--- config.mk ---
export PLATFORM = sky130hd
export DESIGN_NAME = i2c_target_regfile
export DESIGN_NICKNAME = d
export VERILOG_FILES = /design/src/rtl/i2c_tgt_pkg.sv /design/src/rtl/i2c_line_filter.sv /design/src/rtl/i2c_target_regfile.sv
export SDC_FILE = /design/constraint.sdc
export NUM_CORES = 1
export LEC_CHECK = 0
export BUFFER_PORTS_ARGS = -buffer_cell sky130_fd_sc_hd__buf_2
export CORE_ASPECT_RATIO = 1.5
export CORE_MARGIN = 2
export CORE_UTILIZATION = 57
export DETAILED_ROUTE_END_ITERATION = 6
export PLACE_DENSITY = 0.85
export SLEW_MARGIN = 10
export SYNTH_ARGS = -nofsm -noshare
export SYNTH_HDL_FRONTEND = slang
export SYNTH_SLANG_ARGS = --single-unit
--- constraint.sdc ---
create_clock -name clk -period 1.81 [get_ports clk]
set_input_delay 0.543 -clock clk [delete_from_list [all_inputs] [get_ports clk]]
set_output_delay 0.543 -clock clk [all_outputs]
set_load 0.03 [all_outputs]
--- src/rtl/i2c_tgt_pkg.sv ---
`default_nettype none
// ============================================================================
//  Module   : i2c_tgt_pkg
//  Brief    : Shared types and widths for the I2C target register-file front end.
//  Revision : 1.0 - initial release
// ============================================================================
package i2c_tgt_pkg;

    localparam int I2C_BYTE_W = 8;
    localparam int ADDR_W     = 7;

    typedef enum logic [3:0] {
        IDLE  = 4'd0,
        ADDR  = 4'd1,
        ACK_A = 4'd2,
        PTR   = 4'd3,
        ACK_P = 4'd4,
        WDATA = 4'd5,
        ACK_W = 4'd6,
        RDATA = 4'd7,
        MACK  = 4'd8
    } tgt_state_e;

    function automatic logic [I2C_BYTE_W-1:0] ptr_next(input logic [I2C_BYTE_W-1:0] ptr);
        return ptr + 8'd1;
    endfunction

endpackage
`default_nettype wire

--- src/rtl/i2c_line_filter.sv ---
`default_nettype none
// ============================================================================
//  Module   : i2c_line_filter
//  Brief    : 2-FF synchronizer, FILT_LEN-sample glitch filter and edge pulses.
//  Revision : 1.0 - initial release
// ============================================================================
module i2c_line_filter #(
    parameter int FILT_LEN = 3
) (
    input  logic clk,
    input  logic arst_n,
    input  logic line_i,
    output logic line_o,
    output logic rise_o,
    output logic fall_o
);

    logic       sync1_q, sync1_d;
    logic       sync2_q, sync2_d;
    logic       filt_q,  filt_d;
    logic       prev_q,  prev_d;
    logic [3:0] cnt_q,   cnt_d;

    // The filtered value flips only after FILT_LEN consecutive differing samples.
    always_comb begin
        sync1_d = line_i;
        sync2_d = sync1_q;
        filt_d  = filt_q;
        cnt_d   = 4'd0;
        prev_d  = filt_q;
        if (sync2_q != filt_q) begin
            if (cnt_q == 4'(FILT_LEN - 1)) begin
                filt_d = sync2_q;
            end else begin
                cnt_d = cnt_q + 4'd1;
            end
        end
    end

    always_ff @(posedge clk) begin
        if (!arst_n) begin
            sync1_q <= 1'b1;
            sync2_q <= 1'b1;
            filt_q  <= 1'b1;
            prev_q  <= 1'b1;
            cnt_q   <= 4'd0;
        end else begin
            sync1_q <= sync1_d;
            sync2_q <= sync2_d;
            filt_q  <= filt_d;
            prev_q  <= prev_d;
            cnt_q   <= cnt_d;
        end
    end

    assign line_o = filt_q;
    assign rise_o = filt_q & ~prev_q;
    assign fall_o = ~filt_q & prev_q;

endmodule
`default_nettype wire

--- src/rtl/i2c_target_regfile.sv ---
`default_nettype none
// ============================================================================
//  Module   : i2c_target_regfile
//  Brief    : I2C target with address match, register pointer and register-file
//             strobes. I2C_TGT_AUTOINC_EN enables pointer auto-increment.
//  Revision : 1.0 - initial release
// ============================================================================
module i2c_target_regfile
    import i2c_tgt_pkg::*;
#(
    parameter logic [ADDR_W-1:0] DEV_ADDR = 7'h53,
    parameter int                FILT_LEN = 3
) (
    input  logic                  clk,
    input  logic                  arst_n,
    input  logic                  scl_i,
    input  logic                  sda_i,
    output logic                  sda_oe,
    output logic [I2C_BYTE_W-1:0] reg_addr,
    output logic [I2C_BYTE_W-1:0] reg_wdata,
    output logic                  reg_wr,
    output logic                  reg_rd,
    input  logic [I2C_BYTE_W-1:0] reg_rdata,
    output logic                  busy
);

    logic scl, scl_rise, scl_fall;
    logic sda, sda_rise, sda_fall;

    i2c_line_filter #(.FILT_LEN(FILT_LEN)) u_scl_filt (
        .clk    (clk),
        .arst_n (arst_n),
        .line_i (scl_i),
        .line_o (scl),
        .rise_o (scl_rise),
        .fall_o (scl_fall)
    );

    i2c_line_filter #(.FILT_LEN(FILT_LEN)) u_sda_filt (
        .clk    (clk),
        .arst_n (arst_n),
        .line_i (sda_i),
        .line_o (sda),
        .rise_o (sda_rise),
        .fall_o (sda_fall)
    );

    tgt_state_e            state_q, state_d;
    logic [3:0]            bit_cnt_q, bit_cnt_d;
    logic [I2C_BYTE_W-1:0] shift_q, shift_d;
    logic [I2C_BYTE_W-1:0] reg_addr_q, reg_addr_d;
    logic [I2C_BYTE_W-1:0] reg_wdata_q, reg_wdata_d;
    logic                  sda_oe_q, sda_oe_d;
    logic                  reg_wr_q, reg_wr_d;
    logic                  reg_rd_q, reg_rd_d;
    logic                  rd_pend_q, rd_pend_d;
    logic                  rw_q, rw_d;
    logic                  busy_q, busy_d;

    logic                  start_det;
    logic                  stop_det;
    logic                  byte_done;
    logic [I2C_BYTE_W-1:0] shift_in;

    assign start_det = sda_fall & scl;
    assign stop_det  = sda_rise & scl;
    assign byte_done = scl_rise && (bit_cnt_q == 4'd7);
    assign shift_in  = {shift_q[I2C_BYTE_W-2:0], sda};

    always_comb begin
        state_d     = state_q;
        bit_cnt_d   = bit_cnt_q;
        shift_d     = shift_q;
        reg_addr_d  = reg_addr_q;
        reg_wdata_d = reg_wdata_q;
        sda_oe_d    = sda_oe_q;
        reg_wr_d    = 1'b0;
        reg_rd_d    = 1'b0;
        rd_pend_d   = reg_rd_q;
        rw_d        = rw_q;
        busy_d      = busy_q;

`ifdef I2C_TGT_AUTOINC_EN
        if (reg_wr_q) begin
            reg_addr_d = ptr_next(reg_addr_q);
        end
`endif

        if (stop_det) begin
            state_d   = IDLE;
            bit_cnt_d = 4'd0;
            sda_oe_d  = 1'b0;
            busy_d    = 1'b0;
        end else if (start_det) begin
            state_d   = ADDR;
            bit_cnt_d = 4'd0;
            sda_oe_d  = 1'b0;
        end else begin
            case (state_q)
                IDLE: begin
                    bit_cnt_d = 4'd0;
                end

                ADDR: begin
                    if (scl_rise) begin
                        shift_d   = shift_in;
                        bit_cnt_d = bit_cnt_q + 4'd1;
                    end
                    if (byte_done) begin
                        bit_cnt_d = 4'd0;
                        if (shift_in[I2C_BYTE_W-1:1] == DEV_ADDR) begin
                            state_d  = ACK_A;
                            busy_d   = 1'b1;
                            rw_d     = shift_in[0];
                            reg_rd_d = shift_in[0];
                        end else begin
                            state_d = IDLE;
                            busy_d  = 1'b0;
                        end
                    end
                end

                // First fall pulls SDA for the ACK, second fall ends it.
                ACK_A: begin
                    if (scl_fall) begin
                        if (!sda_oe_q) begin
                            sda_oe_d = 1'b1;
                        end else if (rw_q) begin
                            sda_oe_d  = ~shift_q[I2C_BYTE_W-1];
                            shift_d   = {shift_q[I2C_BYTE_W-2:0], 1'b0};
                            bit_cnt_d = 4'd1;
                            state_d   = RDATA;
                        end else begin
                            sda_oe_d  = 1'b0;
                            bit_cnt_d = 4'd0;
                            state_d   = PTR;
                        end
                    end
                end

                PTR: begin
                    if (scl_rise) begin
                        shift_d   = shift_in;
                        bit_cnt_d = bit_cnt_q + 4'd1;
                    end
                    if (byte_done) begin
                        bit_cnt_d  = 4'd0;
                        reg_addr_d = shift_in;
                        state_d    = ACK_P;
                    end
                end

                ACK_P, ACK_W: begin
                    if (scl_fall) begin
                        if (!sda_oe_q) begin
                            sda_oe_d = 1'b1;
                        end else begin
                            sda_oe_d  = 1'b0;
                            bit_cnt_d = 4'd0;
                            state_d   = WDATA;
                        end
                    end
                end

                WDATA: begin
                    if (scl_rise) begin
                        shift_d   = shift_in;
                        bit_cnt_d = bit_cnt_q + 4'd1;
                    end
                    if (byte_done) begin
                        bit_cnt_d   = 4'd0;
                        reg_wdata_d = shift_in;
                        reg_wr_d    = 1'b1;
                        state_d     = ACK_W;
                    end
                end

                RDATA: begin
                    if (scl_fall) begin
                        if (bit_cnt_q == 4'd8) begin
                            sda_oe_d  = 1'b0;
                            bit_cnt_d = 4'd0;
                            state_d   = MACK;
                        end else begin
                            sda_oe_d  = ~shift_q[I2C_BYTE_W-1];
                            shift_d   = {shift_q[I2C_BYTE_W-2:0], 1'b0};
                            bit_cnt_d = bit_cnt_q + 4'd1;
                        end
                    end
                end

                // The pointer advances past every byte read, including the NACKed last one.
                MACK: begin
                    if (scl_rise) begin
`ifdef I2C_TGT_AUTOINC_EN
                        reg_addr_d = ptr_next(reg_addr_q);
`endif
                        bit_cnt_d = 4'd0;
                        if (!sda) begin
                            reg_rd_d = 1'b1;
                            state_d  = RDATA;
                        end else begin
                            busy_d  = 1'b0;
                            state_d = IDLE;
                        end
                    end
                end

                default: begin
                    state_d = IDLE;
                end
            endcase
        end

        if (rd_pend_q) begin
            shift_d = reg_rdata;
        end
    end

    always_ff @(posedge clk) begin
        if (!arst_n) begin
            state_q     <= IDLE;
            bit_cnt_q   <= 4'd0;
            shift_q     <= '0;
            reg_addr_q  <= '0;
            reg_wdata_q <= '0;
            sda_oe_q    <= 1'b0;
            reg_wr_q    <= 1'b0;
            reg_rd_q    <= 1'b0;
            rd_pend_q   <= 1'b0;
            rw_q        <= 1'b0;
            busy_q      <= 1'b0;
        end else begin
            state_q     <= state_d;
            bit_cnt_q   <= bit_cnt_d;
            shift_q     <= shift_d;
            reg_addr_q  <= reg_addr_d;
            reg_wdata_q <= reg_wdata_d;
            sda_oe_q    <= sda_oe_d;
            reg_wr_q    <= reg_wr_d;
            reg_rd_q    <= reg_rd_d;
            rd_pend_q   <= rd_pend_d;
            rw_q        <= rw_d;
            busy_q      <= busy_d;
        end
    end

    assign sda_oe    = sda_oe_q;
    assign reg_addr  = reg_addr_q;
    assign reg_wdata = reg_wdata_q;
    assign reg_wr    = reg_wr_q;
    assign reg_rd    = reg_rd_q;
    assign busy      = busy_q;

endmodule
`default_nettype wire

# After elaboration in Yosys (flattened, before gate mapping)
# Index checks and enable logic that the tools add are counted.
# Widths: inputs -> output; s select.
dict set report classes {
  eq_ne 46
  add_sub_neg 3
  mux 55
  bitwise 18
  n_reduce_logical 24
}
# op count
set op_table {}
lappend op_table {{$mux 4} 19}
lappend op_table {{$mux 8} 9}
lappend op_table {{$ne 3x3->1 const B} 15}
lappend op_table {{$pmux 4 s8} 1}
lappend op_table {{$ne 2x2->1 const B} 13}
lappend op_table {{$pmux 4 s6} 1}
lappend op_table {{$pmux 8 s3} 1}
lappend op_table {{$reduce_and 11->1} 2}
lappend op_table {{$eq 4x3->1 const B} 5}
lappend op_table {{$mux 1} 18}
lappend op_table {{$eq 4x2->1 const B} 4}
lappend op_table {{$add 4x1->4 const B} 3}
lappend op_table {{$not 1->1} 12}
lappend op_table {{$reduce_and 4->1} 3}
lappend op_table {{$reduce_or 3->1} 4}
lappend op_table {{$reduce_and 5->1} 2}
lappend op_table {{$reduce_and 9->1} 1}
lappend op_table {{$eq 4x4->1 const B} 2}
lappend op_table {{$reduce_and 8->1} 1}
lappend op_table {{$eq 7x7->1 const B} 1}
lappend op_table {{$and 1x1->1} 6}
lappend op_table {{$mux 3} 2}
lappend op_table {{$ne 3x1->1 const B} 2}
lappend op_table {{$reduce_bool 6->1} 1}
lappend op_table {{other kinds (14)} 18}
dict set report totals {
  word_cells 168
  input_bits 12
  ff_bits 54
  output_inout_bits 20
}

# Depth between registers and ports, before layout
# Gate-level depths: netlist of run 1.
dict set report logic_depth {
  ltp_word 7
  mapped_depth 9
  depth_no_buf 7
}

# By module
# Synthesis of run 1 repeated with hierarchy kept, for this count alone.
dict set report hier_totals {
  hier_cells 295
  hier_area_um2 2635.0
}
# module area_per_inst_um2 cells_per_inst seq_area_each_um2 n_inst
set by_module_without_submodules {}
lappend by_module_without_submodules {i2c_target_regfile 2042.0 239 760.7 1}
lappend by_module_without_submodules {i2c_line_filter 296.5 28 160.2 2}

# Worst setup path after synthesis of run 1
# OpenSTA, ideal clock, no wires.
dict set report synth_timing {
  path_kind {register to register}
  start {register sda_oe_q (netlist: sda_oe)}
  end {register shift_q[1]}
  path_buffers 2
  path_slack_ns 0.098
  path_stages_with_launch 7
  synth_period_minus_slack_ns 1.712
  required_ns 1.724
  arrival_time_ns 1.626
  setup_time_ns 0.086
  path_cell_list {dfxtp_1 > inv_1 > o32a_1 > buf_6 > or2_1 > buf_6 > a211oi_1}
}
dict set report synth_via {
  elab_chain_len 2
}
# item line
set synth_lines {}
lappend synth_lines {{start: declaration} i2c_target_regfile.sv:53} ;# logic sda_oe_q, sda_oe_d;
lappend synth_lines {{start signal: assignment} i2c_target_regfile.sv:239} ;# sda_oe_q <= sda_oe_d;
lappend synth_lines {{$ne 3x3->1 (no line)} n/a}
lappend synth_lines {{$reduce_and 9->1 (no line)} n/a}
lappend synth_lines {{end signal: assignment} i2c_target_regfile.sv:236} ;# shift_q <= shift_d;
lappend synth_lines {{end: declaration} i2c_target_regfile.sv:50} ;# logic [I2C_BYTE_W-1:0] shift_q, shift_d;
# Every way passes these cells.
# A chain may end at the register's enable or synchronous reset.

# Final worst setup path of run 1
dict set report layout_timing {
  start {register state_q[1]}
  end {register busy_q (netlist: busy)}
}
dict set report layout_via {
  elab_chain_len 3
  word_cells_on_any_way 8
  cone_classes {eq/ne (5); mux (1); reduce/logical (2)}
}
# item line
set layout_lines {}
lappend layout_lines {{start: declaration} i2c_target_regfile.sv:48} ;# tgt_state_e state_q, state_d;
lappend layout_lines {{start signal: assignment} i2c_target_regfile.sv:234} ;# state_q <= state_d;
lappend layout_lines {{$eq 4x4->1 or $eq 4x1->1 (tied branches)} i2c_target_regfile.sv:99} ;# case (state_q)
lappend layout_lines {{$ne 2x1->1 (no line), or another cell as far along} n/a}
lappend layout_lines {{$reduce_and 5->1 (no line)} n/a}
lappend layout_lines {{end signal: assignment} i2c_target_regfile.sv:244} ;# busy_q <= busy_d;
lappend layout_lines {{end: declaration} i2c_target_regfile.sv:58} ;# logic busy_q, busy_d;
# Several ways; a longest one is shown, not always the timed one.

==> results of run 1 <==
-- sequential cells by signal, indices dropped and copies added (netlist names) --
name                count
bit_cnt_q               4
busy                    1
rd_pend_q               1
reg_addr                8
reg_rd                  1
reg_wdata               8
reg_wr                  1
rw_q                    1
sda_oe                  1
shift_q                 8
state_q                 4
u_scl_filt.cnt_q        4
u_scl_filt.line_o       1
u_scl_filt.prev_q       1
u_scl_filt.sync1_q      1
u_scl_filt.sync2_q      1
u_sda_filt.cnt_q        4
u_sda_filt.line_o       1
u_sda_filt.prev_q       1
u_sda_filt.sync1_q      1
u_sda_filt.sync2_q      1
-- final timing paths --
kind                       from            endpoint  slack [ps]  cells after the start
max                  state_q[1]                busy          80                      6
min          u_scl_filt.sync1_q  u_scl_filt.sync2_q         410                      1
max reg2reg          state_q[1]                busy          80                      6
min reg2reg  u_scl_filt.sync1_q  u_scl_filt.sync2_q         410                      1
-- final cells by class --
class | count | area (um2)
multi-input combinational | 222 | 1400
tap | 48 | 60.06
sequential | 54 | 1090
inverter | 11 | 41.29
fill | 344 | 1378
clock inverter | 2 | 37.54
clock buffer | 6 | 72.57
timing repair buffer | 57 | 350.3
-- cells by family after synthesis --
logic type	share of synthesized area
buf+inv	0.05184
simple gates	0.2612
compound gates	0.1347
xor+xnor	0.02713
mux	0.07364
flops	0.4186
fa+ha+maj	0.03295
-- per-layer routing --
metal  routed length [um]  up-vias  global-route usage  share of wire
met5                    0        -                   0              0
met4                  288        0              0.1508          0.047
met3                  231       24             0.03284          0.037
met2                 3141       74              0.4172           0.51
met1                 2520     1083              0.2900           0.41
li1                     -     1167                   -              -
-- power groups by stage --
stage | Sequential [mW] | Combinational [mW] | Clock (mW)
finish | 1.20 | 0.0528 | 0.800
global route | 1.20 | 0.0586 | 0.858
CTS | 1.20 | 0.0525 | 0.808
detailed placement | 1.22 | 0.0520 | 0
global placement | 1.22 | 0.0509 | 0
floorplan | 1.22 | 0.0287 | 0
-- worst reg2reg max path, delay by kind of cell (launching register included) --
family	cells	cell delay [ps]
AO/OA/AOI/OAI	1	190
buffers and inverters	1	150
multiplexers	1	190
AND/OR/NAND/NOR	3	710
flip-flops	1	380
-- metrics by stage --
step / hold WS (ps) / total power [mW]
floorplan: 386.3 / 1.252
global placement: 387.7 / 1.275
detailed placement: 394.1 / 1.277
CTS: 413.8 / 2.058
global route: 415.8 / 2.113
finish: 413.8 / 2.048
-- cell usage in the layout (no fill, tap or decap), types with 2 or more instances in the layout --
| master | Yosys | final |
|---|---|---|
| xnor2_1 | 3 | 3 |
| a211oi_1 | 9 | 8 |
| nor4_2 | 0 | 2 |
| nor4_1 | 7 | 5 |
| nand2_1 | 18 | 18 |
| o31ai_1 | 3 | 3 |
| dfxtp_1 | 54 | 49 |
| a21o_1 | 2 | 2 |
| inv_1 | 10 | 10 |
| xor2_1 | 5 | 5 |
| a21oi_1 | 10 | 10 |
| a31oi_1 | 3 | 3 |
| o311a_1 | 2 | 2 |
| buf_4 | 2 | 26 |
| nor3_1 | 6 | 6 |
| nand3b_1 | 5 | 5 |
| nand3_1 | 16 | 16 |
| nand4_1 | 6 | 6 |
| dfxtp_2 | 0 | 4 |
| or3_1 | 2 | 2 |
| and2_1 | 3 | 3 |
| mux2i_1 | 19 | 18 |
| nand2b_1 | 9 | 9 |
| clkbuf_8 | 0 | 5 |
| nor2_1 | 52 | 51 |
| o21ai_0 | 13 | 13 |
| ha_1 | 6 | 6 |
| buf_2 | 5 | 31 |
-- cells in the mapped netlist (all sizes together), types with 2 or more instances --
cell	count	area, um2
dfxtp	54	1081
nor2	52	195.2
mux2i	19	190.2
nand2	18	67.56
nand3	16	80.08
o21ai	14	70.06
a21oi	10	50.05
inv	10	37.54
a211oi	9	67.56
buf	9	62.55
nand2b	9	56.30
clkbuf	8	30.03
nor4	7	43.79
ha	6	75.07
nand4	6	37.54
nor3	6	30.03
nand3b	5	37.54
xor2	5	43.79
a31oi	3	18.77
and2	3	18.77
o31ai	3	22.52
xnor2	3	26.28
a21o	2	15.01
nor2b	2	20.02
nor4b	2	17.52
o311a	2	20.02
or2	2	12.52
or3	2	12.51
-- timing repair --
item                                    4_1_cts  5_1_grt
resized for setup                             0       13
buffers inserted                              0        0
endpoints found under the setup margin        0       29
==> impl_metrics.py, run 1 <==
metrics = {
    "run_status": {
        "status": "finished with violations",
        "violations": "design-rule violations",
    },
    "grt": {
        "grt_pass1_vias": 2107,
        "antenna_found_initial": 0,
        "grt.overflow.total": 0,
        "grt_pass1_wl_um": 9701,
        "grt_util_all_layers": 0.2474,
        "grt_max_degree": 21,
    },
    "sta": {
        "finalClockSkew_ps": 7.361,
        "finalHoldViolCount": 0,
        "setup_ws_ps": 84.87,
        "final-setup-viol-count": 0,
        "max_slew_margin": 0.6116,
        "totalNegativeSetupSlack_ps": 0,
        "slew_violations": 0,
        "period_share": 0.9531,
        "finalCriticalPeriod_ps": 1725,
        "tightestPinTransition_ps": 581.8,
        "fmax_mhz": 579.7,
        "rsz0062_at_grt": "yes",
    },
    "synth": {
        "synth_ff_type": "dfxtp_1",
        "async_flop_share": 0,
        "syn_area_um2": 2582,
        "synth_edf_count": 0,
        "synth.ff_latch_count": 54,
        "syn_avg_cell_area_um2": 8.495,
        "syn_inst": 304,
        "yosysSeqAreaShare": 0.4186,
        "yosys_warnings": 0,
        "ys_types": 50,
        "synth_nets": 322,
    },
    "worst_setup_path": {
        "start_kind": "register",
        "crit_arrival_ps": 1920,
        "cpPeakStageDelay_ps": 560,
        "crit_family": "simple AND/OR/NAND/NOR gates",
        "crit_path_cell_trace": "buf_4, or4b_1, a21o_1, nand4_1, mux2i_1, nor2_1",
        "cp-end-kind": "register",
        "critPathSlowestCell": "or4b_1",
        "critPathBufInv": 1,
        "crit_type": "reg -> reg",
        "cp_max_fo": 9,
        "critPathRequiredTime_ps": 2000,
    },
    "clock_network": {
        "cts.clk_slew.worst_paths_ps": 90,
        "cts.sinks": 54,
        "htree_levels": 2,
        "insertion_delay_ps": 310,
        "numCtsBuffers": 5,
        "cts-root-buf": "clkbuf_8",
        "holdBufCountCts": 0,
        "cts_tree": "yes",
        "clock_path_buffers": 2,
    },
    "power_and_ir_drop": {
        "clkPwrFrac": 0.391,
        "p_sw_frac": 0.2063,
        "combPwrFrac": 0.026,
        "ir_worst_vdd_v": 0.0006928,
        "p_leak_nw": 1.321,
        "p_per_area_nw_per_um2": 671.2,
        "intPower_mw": 1.626,
        "seqPwrFrac": 0.584,
        "p_sw_mw": 0.4225,
    },
    "routing": {
        "num_vias": 2348,
        "wl_um": 6181,
        "drc": 2,
        "wire_per_inst_um": 15.45,
        "ant_nets": 0,
        "drt_iter0_drc": 140,
        "firstDrtPassIters": 6,
        "viasPerCell": 5.870,
    },
    "min_path": {
        "hold_class": "reg -> reg",
    },
    "floorplanning": {
        "core_um2": 4429,
        "die_h_um": 86.44,
        "io_pins": 32,
        "fp.dieArea_um2": 5096,
        "std_cell_rows": 30,
        "initial_core_util": 0.5831,
        "fp.dieW_um": 58.96,
    },
    "finish": {
        "areaGrowthSynthToFinish_pct": 18.17,
        "final_nets": 369,
        "drive_gt1_frac": 0.2216,
        "instances_no_fill": 400,
        "antenna-diode-count": 0,
        "postLayoutCoreUtil": 0.6890,
        "stdcell_area_um2": 3052,
    },
    "placed_design": {
        "routabilityCongestion": 0.9582,
        "preCtsSetupSlack_ps": 41.06,
        "dp.cells": 392,
        "hpwl_um": 4485,
        "dpl_cell_area_um2": 2900,
        "io_buffers": 31,
    },
    "job": {
        "max_cap_viol_count": 0,
    },
}
No activity file was read; power rests on OpenSTA's default activity.
==> run 2, diff against run 1 <==
--- a/config.mk
+++ b/config.mk
@@ -8,10 +8,12 @@
 export BUFFER_PORTS_ARGS = -buffer_cell sky130_fd_sc_hd__buf_2
 export CORE_ASPECT_RATIO = 1.5
 export CORE_MARGIN = 2
-export CORE_UTILIZATION = 57
+export CORE_UTILIZATION = 59
+export CTS_BUF_LIST = sky130_fd_sc_hd__clkbuf_4 sky130_fd_sc_hd__clkbuf_8
 export DETAILED_ROUTE_END_ITERATION = 6
-export PLACE_DENSITY = 0.85
+export PLACE_DENSITY = 0.87
 export SLEW_MARGIN = 10
 export SYNTH_ARGS = -nofsm -noshare
 export SYNTH_HDL_FRONTEND = slang
 export SYNTH_SLANG_ARGS = --single-unit
+export TNS_END_PERCENT = 20
==> run 2 against run 1 <==
Against the previous run: the flow now finishes without violations; flip-flop and latch count is the same; critical path depth grew 1; sequential power is essentially flat; utilization grew 3.5 points; design area shrank 0.12%; maximum frequency shrank 1.1%; count of clock-buffer cells in the layout is the same; power grew 0.54%; via count grew 2.0%; final cell count shrank 1.0%; clock skew is essentially flat; clock power grew 1%.
==> impl_metrics.py, run 2 (synthesized netlist as in run 1, its figures left out) <==
metrics = {
    "run_status": {
        "status": "finished, final reports clean",
    },
    "sta": {
        "finalCriticalPeriod_ps": 1745,
        "slew_violations": 0,
        "tightestPinTransition_ps": 562.7,
        "period_share": 0.9640,
        "final-setup-viol-count": 0,
        "max_slew_margin": 0.6244,
        "finalClockSkew_ps": 7.459,
        "totalNegativeSetupSlack_ps": 0,
        "finalHoldViolCount": 0,
        "rsz0062_at_grt": "no",
        "fmax_mhz": 573.1,
        "setup_ws_ps": 65.23,
    },
    "grt": {
        "use_met1": 0.2883,
        "grt_util_all_layers": 0.2554,
        "use_met2": 0.4494,
        "grt.overflow.total": 0,
        "grt_pass1_vias": 2245,
        "met3_usage": 0.05030,
        "grt-busiest-layer": "met2",
        "grt_max_degree": 22,
        "grt_pass1_wl_um": 9949,
        "antenna_found_initial": 0,
    },
    "clock_network": {
        "insertion_delay_ps": 300,
        "cts-root-buf": "clkbuf_8",
        "cts_tree": "yes",
        "clock_path_buffers": 2,
        "post-cts-setup-buffers": 0,
        "cts.sinks": 54,
        "htree_levels": 2,
        "cts.clk_slew.worst_paths_ps": 90,
        "numCtsBuffers": 5,
    },
    "worst_setup_path": {
        "r2r-start": "bit_cnt_q[0]",
        "cp-end-kind": "register",
        "critPathRequiredTime_ps": 2010,
        "r2r_slack_ps": 70,
        "cp-endpoint": "state_q[2]",
        "crit_path_cell_trace": "inv_1, ha_1, nand3b_1, or2_2, nand3_1, nand2_1, o311a_1",
        "cpPeakStageDelay_ps": 350,
        "cp_max_fo": 5,
        "start_kind": "register",
        "crit_type": "reg -> reg",
        "r2r_cells": 7,
        "critPathSlowestCell": "dfxtp_2",
        "crit_arrival_ps": 1940,
        "r2r-end": "state_q[2]",
        "startpoint": "bit_cnt_q[0]",
    },
    "finish": {
        "final_nets": 368,
        "seq_area_um2": 1086,
        "final_cell_mix": "nor2_1, dfxtp_1, buf_2",
        "instances_no_fill": 396,
        "antenna-diode-count": 0,
        "areaGrowthSynthToFinish_pct": 18.02,
        "drive_gt1_frac": 0.2171,
        "fill_cells": 309,
        "multi_input_area_um2": 1395,
    },
    "power_and_ir_drop": {
        "p_per_area_nw_per_um2": 675.7,
        "combPwrFrac": 0.025,
        "p_sw_mw": 0.4025,
        "ir_worst_vdd_v": 0.0007303,
        "p_sw_frac": 0.1954,
        "fin_total_pwr_mw": 2.059,
        "clkPwrFrac": 0.394,
        "p_leak_nw": 1.327,
        "intPower_mw": 1.657,
        "seqPwrFrac": 0.581,
    },
    "routing": {
        "wire_per_inst_um": 15.07,
        "drc": 0,
        "firstDrtPassIters": 4,
        "viasPerCell": 6.051,
        "wl_um": 5967,
        "num_vias": 2396,
        "ant_nets": 0,
        "drt_iter0_drc": 123,
    },
    "floorplanning": {
        "core_um2": 4209,
        "die_h_um": 85.03,
        "fp.dieArea_um2": 4933,
        "initial_core_util": 0.6136,
        "std_cell_rows": 29,
        "io_pins": 32,
        "fp.dieW_um": 58.02,
    },
    "job": {
        "max_cap_viol_count": 0,
    },
    "placed_design": {
        "routabilityCongestion": 0.9902,
        "hpwl_um": 4562,
        "io_buffers": 31,
        "dp.cells": 389,
        "preCtsSetupSlack_ps": 40.21,
    },
    "min_path": {
        "hold_class": "reg -> reg",
    },
}
## run 2: cell type report
type / count / share of cell area
Clock buffer: 6 / 0.02709
Clock inverter: 1 / 0.009852
Inverter: 11 / 0.01355
Multi-Input combinational cell: 222 / 0.4577
Sequential cell: 54 / 0.3563
Tap cell: 46 / 0.01888
Timing Repair Buffer: 56 / 0.1166
## run 2: power by group through the flow
stage / logic [mW] / clock network, mW / registers [mW]
global placement: 0.0502 / 0 / 1.22
floorplan: 0.0287 / 0 / 1.22
detailed placement: 0.0514 / 0 / 1.23
finish: 0.0518 / 0.811 / 1.20
CTS: 0.0516 / 0.820 / 1.20
global route: 0.0589 / 0.870 / 1.20
## run 2: critical path: cells and delay by family (launching register included)
family,cells,cell delay (ps)
and+or+nand+nor,4,740
DFF,1,350
AOI/OAI and AO/OA,1,330
adders and majority gates,1,160
buffers and inverters,1,60
## run 2: worst min path at each step
stage	cells after the start	slack (ps)	endpoint	startpoint
final	1	420	u_sda_filt.sync2_q	u_sda_filt.sync1_q
after global routing	2	420	u_sda_filt.sync1_q	sda_i
after detailed placement	1	400	u_sda_filt.sync2_q	u_sda_filt.sync1_q
after floorplan	1	390	u_scl_filt.sync2_q	u_scl_filt.sync1_q
after global placement	1	390	u_sda_filt.sync2_q	u_sda_filt.sync1_q
after CTS	1	420	u_sda_filt.sync2_q	u_sda_filt.sync1_q
## run 2: what timing repair did
item,4_1_cts,5_1_grt
hold buffers,0,0
gates resized for setup,0,12
endpoints found under the hold margin,0,0
setup endpoints to repair,0,31
## run 2: per-stage QoR
stage | util | cell area (um2) | hold WS (ps)
2_1_floorplan | - | 2582 | 386.3
3_3_place_gp | 0.6897 | 2903 | 389.4
3_5_place_dp | 0.6897 | 2903 | 400.9
4_1_cts | 0.7164 | 3015 | 422.1
5_1_grt | 0.7241 | 3048 | 424.7
6_report | 0.7241 | 3048 | 415.5
## run 2: metal layers
layer  vias up  routed length (um)
met5         -                   0
met4         0                 204
met3        23                 277
met2        92                3159
met1      1119                2326
li1       1162                   -
==> run 3, diff against run 2 <==
--- a/config.mk
+++ b/config.mk
@@ -11,7 +11,7 @@
 export CORE_UTILIZATION = 59
 export CTS_BUF_LIST = sky130_fd_sc_hd__clkbuf_4 sky130_fd_sc_hd__clkbuf_8
 export DETAILED_ROUTE_END_ITERATION = 6
-export PLACE_DENSITY = 0.87
+export PLACE_DENSITY = 0.81
 export SLEW_MARGIN = 10
 export SYNTH_ARGS = -nofsm -noshare
 export SYNTH_HDL_FRONTEND = slang
==> run 3 against run 2 <==
Against the previous run: sequential share of layout area shrank 0.13 points; count of clock-buffer cells in the layout is the same; via count is essentially flat; utilization grew 0.27 points; largest power group unchanged; maximum frequency grew 0.24%; combinational power shrank 2%; non-clock buffer count grew 5; critical path depth shrank 1; clock skew is essentially flat; critical path type unchanged; first-iteration DRC count shrank 16%; final cell count grew 1.5%; clock power grew 2%.
==> impl_metrics.py, run 3 (synthesized netlist as in run 1, its figures left out) <==
metrics = {
    "worst_setup_path": {
        "cpPeakStageDelay_ps": 390,
        "start_kind": "register",
        "crit_path_cell_trace": "ha_1, nand3b_1, or3_1, nand3_1, nand2_1, o311a_1",
        "crit_type": "reg -> reg",
        "crit_arrival_ps": 1940,
        "cp_max_fo": 5,
        "critPathRequiredTime_ps": 2010,
        "critPathSlowestCell": "dfxtp_2",
        "cp-end-kind": "register",
    },
    "finish": {
        "final_cell_mix": "nor2_1, dfxtp_1, buf_2",
        "seq_area_um2": 1086,
        "stdcell_area_um2": 3059,
        "postLayoutCoreUtil": 0.7268,
        "fill_cells": 357,
        "multi_input_area_um2": 1380,
        "final_common_cell": "nor2_1",
        "drive_gt1_frac": 0.2219,
        "instances_no_fill": 402,
        "areaGrowthSynthToFinish_pct": 18.46,
        "antenna-diode-count": 0,
        "final_nets": 373,
    },
    "job": {
        "max_cap_viol_count": 0,
    },
    "floorplanning": {
        "fp.dieW_um": 58.02,
        "std_cell_rows": 29,
        "initial_core_util": 0.6136,
        "core_um2": 4209,
        "io_pins": 32,
        "die_h_um": 85.03,
        "fp.dieArea_um2": 4933,
    },
    "sta": {
        "totalNegativeSetupSlack_ps": 0,
        "hold_ws_ps": 413.7,
        "period_share": 0.9616,
        "fmax_mhz": 574.5,
        "finalCriticalPeriod_ps": 1741,
        "setup_ws_ps": 69.42,
        "max_slew_margin": 0.6340,
        "slew_violations": 0,
        "tightestPinTransition_ps": 548.2,
        "finalHoldViolCount": 0,
        "rsz0062_at_grt": "no",
        "final-setup-viol-count": 0,
        "finalClockSkew_ps": 7.895,
    },
    "power_and_ir_drop": {
        "ir_worst_vdd_v": 0.0006855,
        "p_leak_nw": 1.346,
        "fin_total_pwr_mw": 2.072,
        "p_per_area_nw_per_um2": 677.4,
    },
    "clock_network": {
        "cts-resized-gates": 2,
        "cts.clk_slew.worst_paths_ps": 100,
        "post-cts-setup-buffers": 0,
        "insertion_delay_ps": 310,
        "htree_levels": 2,
        "cts_tree": "yes",
        "cts-root-buf": "clkbuf_8",
        "holdBufCountCts": 0,
        "clock_path_buffers": 2,
        "numCtsBuffers": 5,
        "cts.sinks": 54,
    },
    "grt": {
        "grt_pass1_vias": 2326,
        "grt_pass1_wl_um": 10610,
        "antenna_found_initial": 0,
        "grt_max_degree": 22,
        "grt.overflow.total": 0,
        "grt_util_all_layers": 0.2737,
    },
    "placed_design": {
        "dp.cells": 394,
        "routabilityCongestion": 0.9618,
        "hpwl_um": 4663,
        "io_buffers": 31,
        "dpl_cell_area_um2": 2928,
        "preCtsSetupSlack_ps": 58.66,
    },
    "min_path": {
        "hold_class": "reg -> reg",
    },
    "routing": {
        "viasPerCell": 5.958,
        "num_vias": 2395,
        "drc": 0,
        "firstDrtPassIters": 4,
        "wire_per_inst_um": 15.43,
        "drt_iter0_drc": 103,
        "ant_nets": 0,
        "wl_um": 6203,
    },
    "run_status": {
        "status": "finished, final reports clean",
    },
}
-- run 3: worst max-delay path: cells and delay by family, from the launching register on --
family	cells	cell delay, ps
AOI/OAI and AO/OA	1	330
adders and majority gates	1	180
DFF	1	390
and+or+nand+nor	4	730
-- run 3: final cells by class --
| type | count | share of cell area |
|---|---|---|
| Timing Repair Buffer | 61 | 0.1243 |
| Multi-Input combinational cell | 222 | 0.4511 |
| Inverter | 11 | 0.01350 |
| Clock buffer | 6 | 0.02495 |
| Tap cell | 46 | 0.01881 |
| Clock inverter | 2 | 0.01227 |
| Sequential cell | 54 | 0.3550 |
-- run 3: layer usage --
| layer | part of all wire | up-vias | track usage |
|---|---|---|---|
| met5 | 0 | - | 0 |
| li1 | - | 1175 | - |
| met3 | 0.034 | 22 | 0.04573 |
| met4 | 0.040 | 0 | 0.1311 |
| met2 | 0.52 | 73 | 0.4752 |
| met1 | 0.40 | 1125 | 0.3191 |
-- run 3: path summary, 6_finish.rpt --
kind | start | endpoint | slack [ps] | cells past startpoint
setup / recovery | bit_cnt_q[0] | state_q[2] | 70 | 6
hold / removal | u_sda_filt.sync1_q | u_sda_filt.sync2_q | 410 | 1
hold reg to reg | u_sda_filt.sync1_q | u_sda_filt.sync2_q | 410 | 1
setup reg to reg | bit_cnt_q[0] | state_q[2] | 70 | 6
-- run 3: power breakdown --
group | leakage, nW | total (mW) | internal [mW] | switching (mW)
clock network | 0.0548 | 0.825 | 0.428 | 0.397
registers | 0.438 | 1.20 | 1.19 | 0.00359
logic | 0.853 | 0.0508 | 0.0201 | 0.0306
total | 1.35 | 2.07 | 1.64 | 0.431
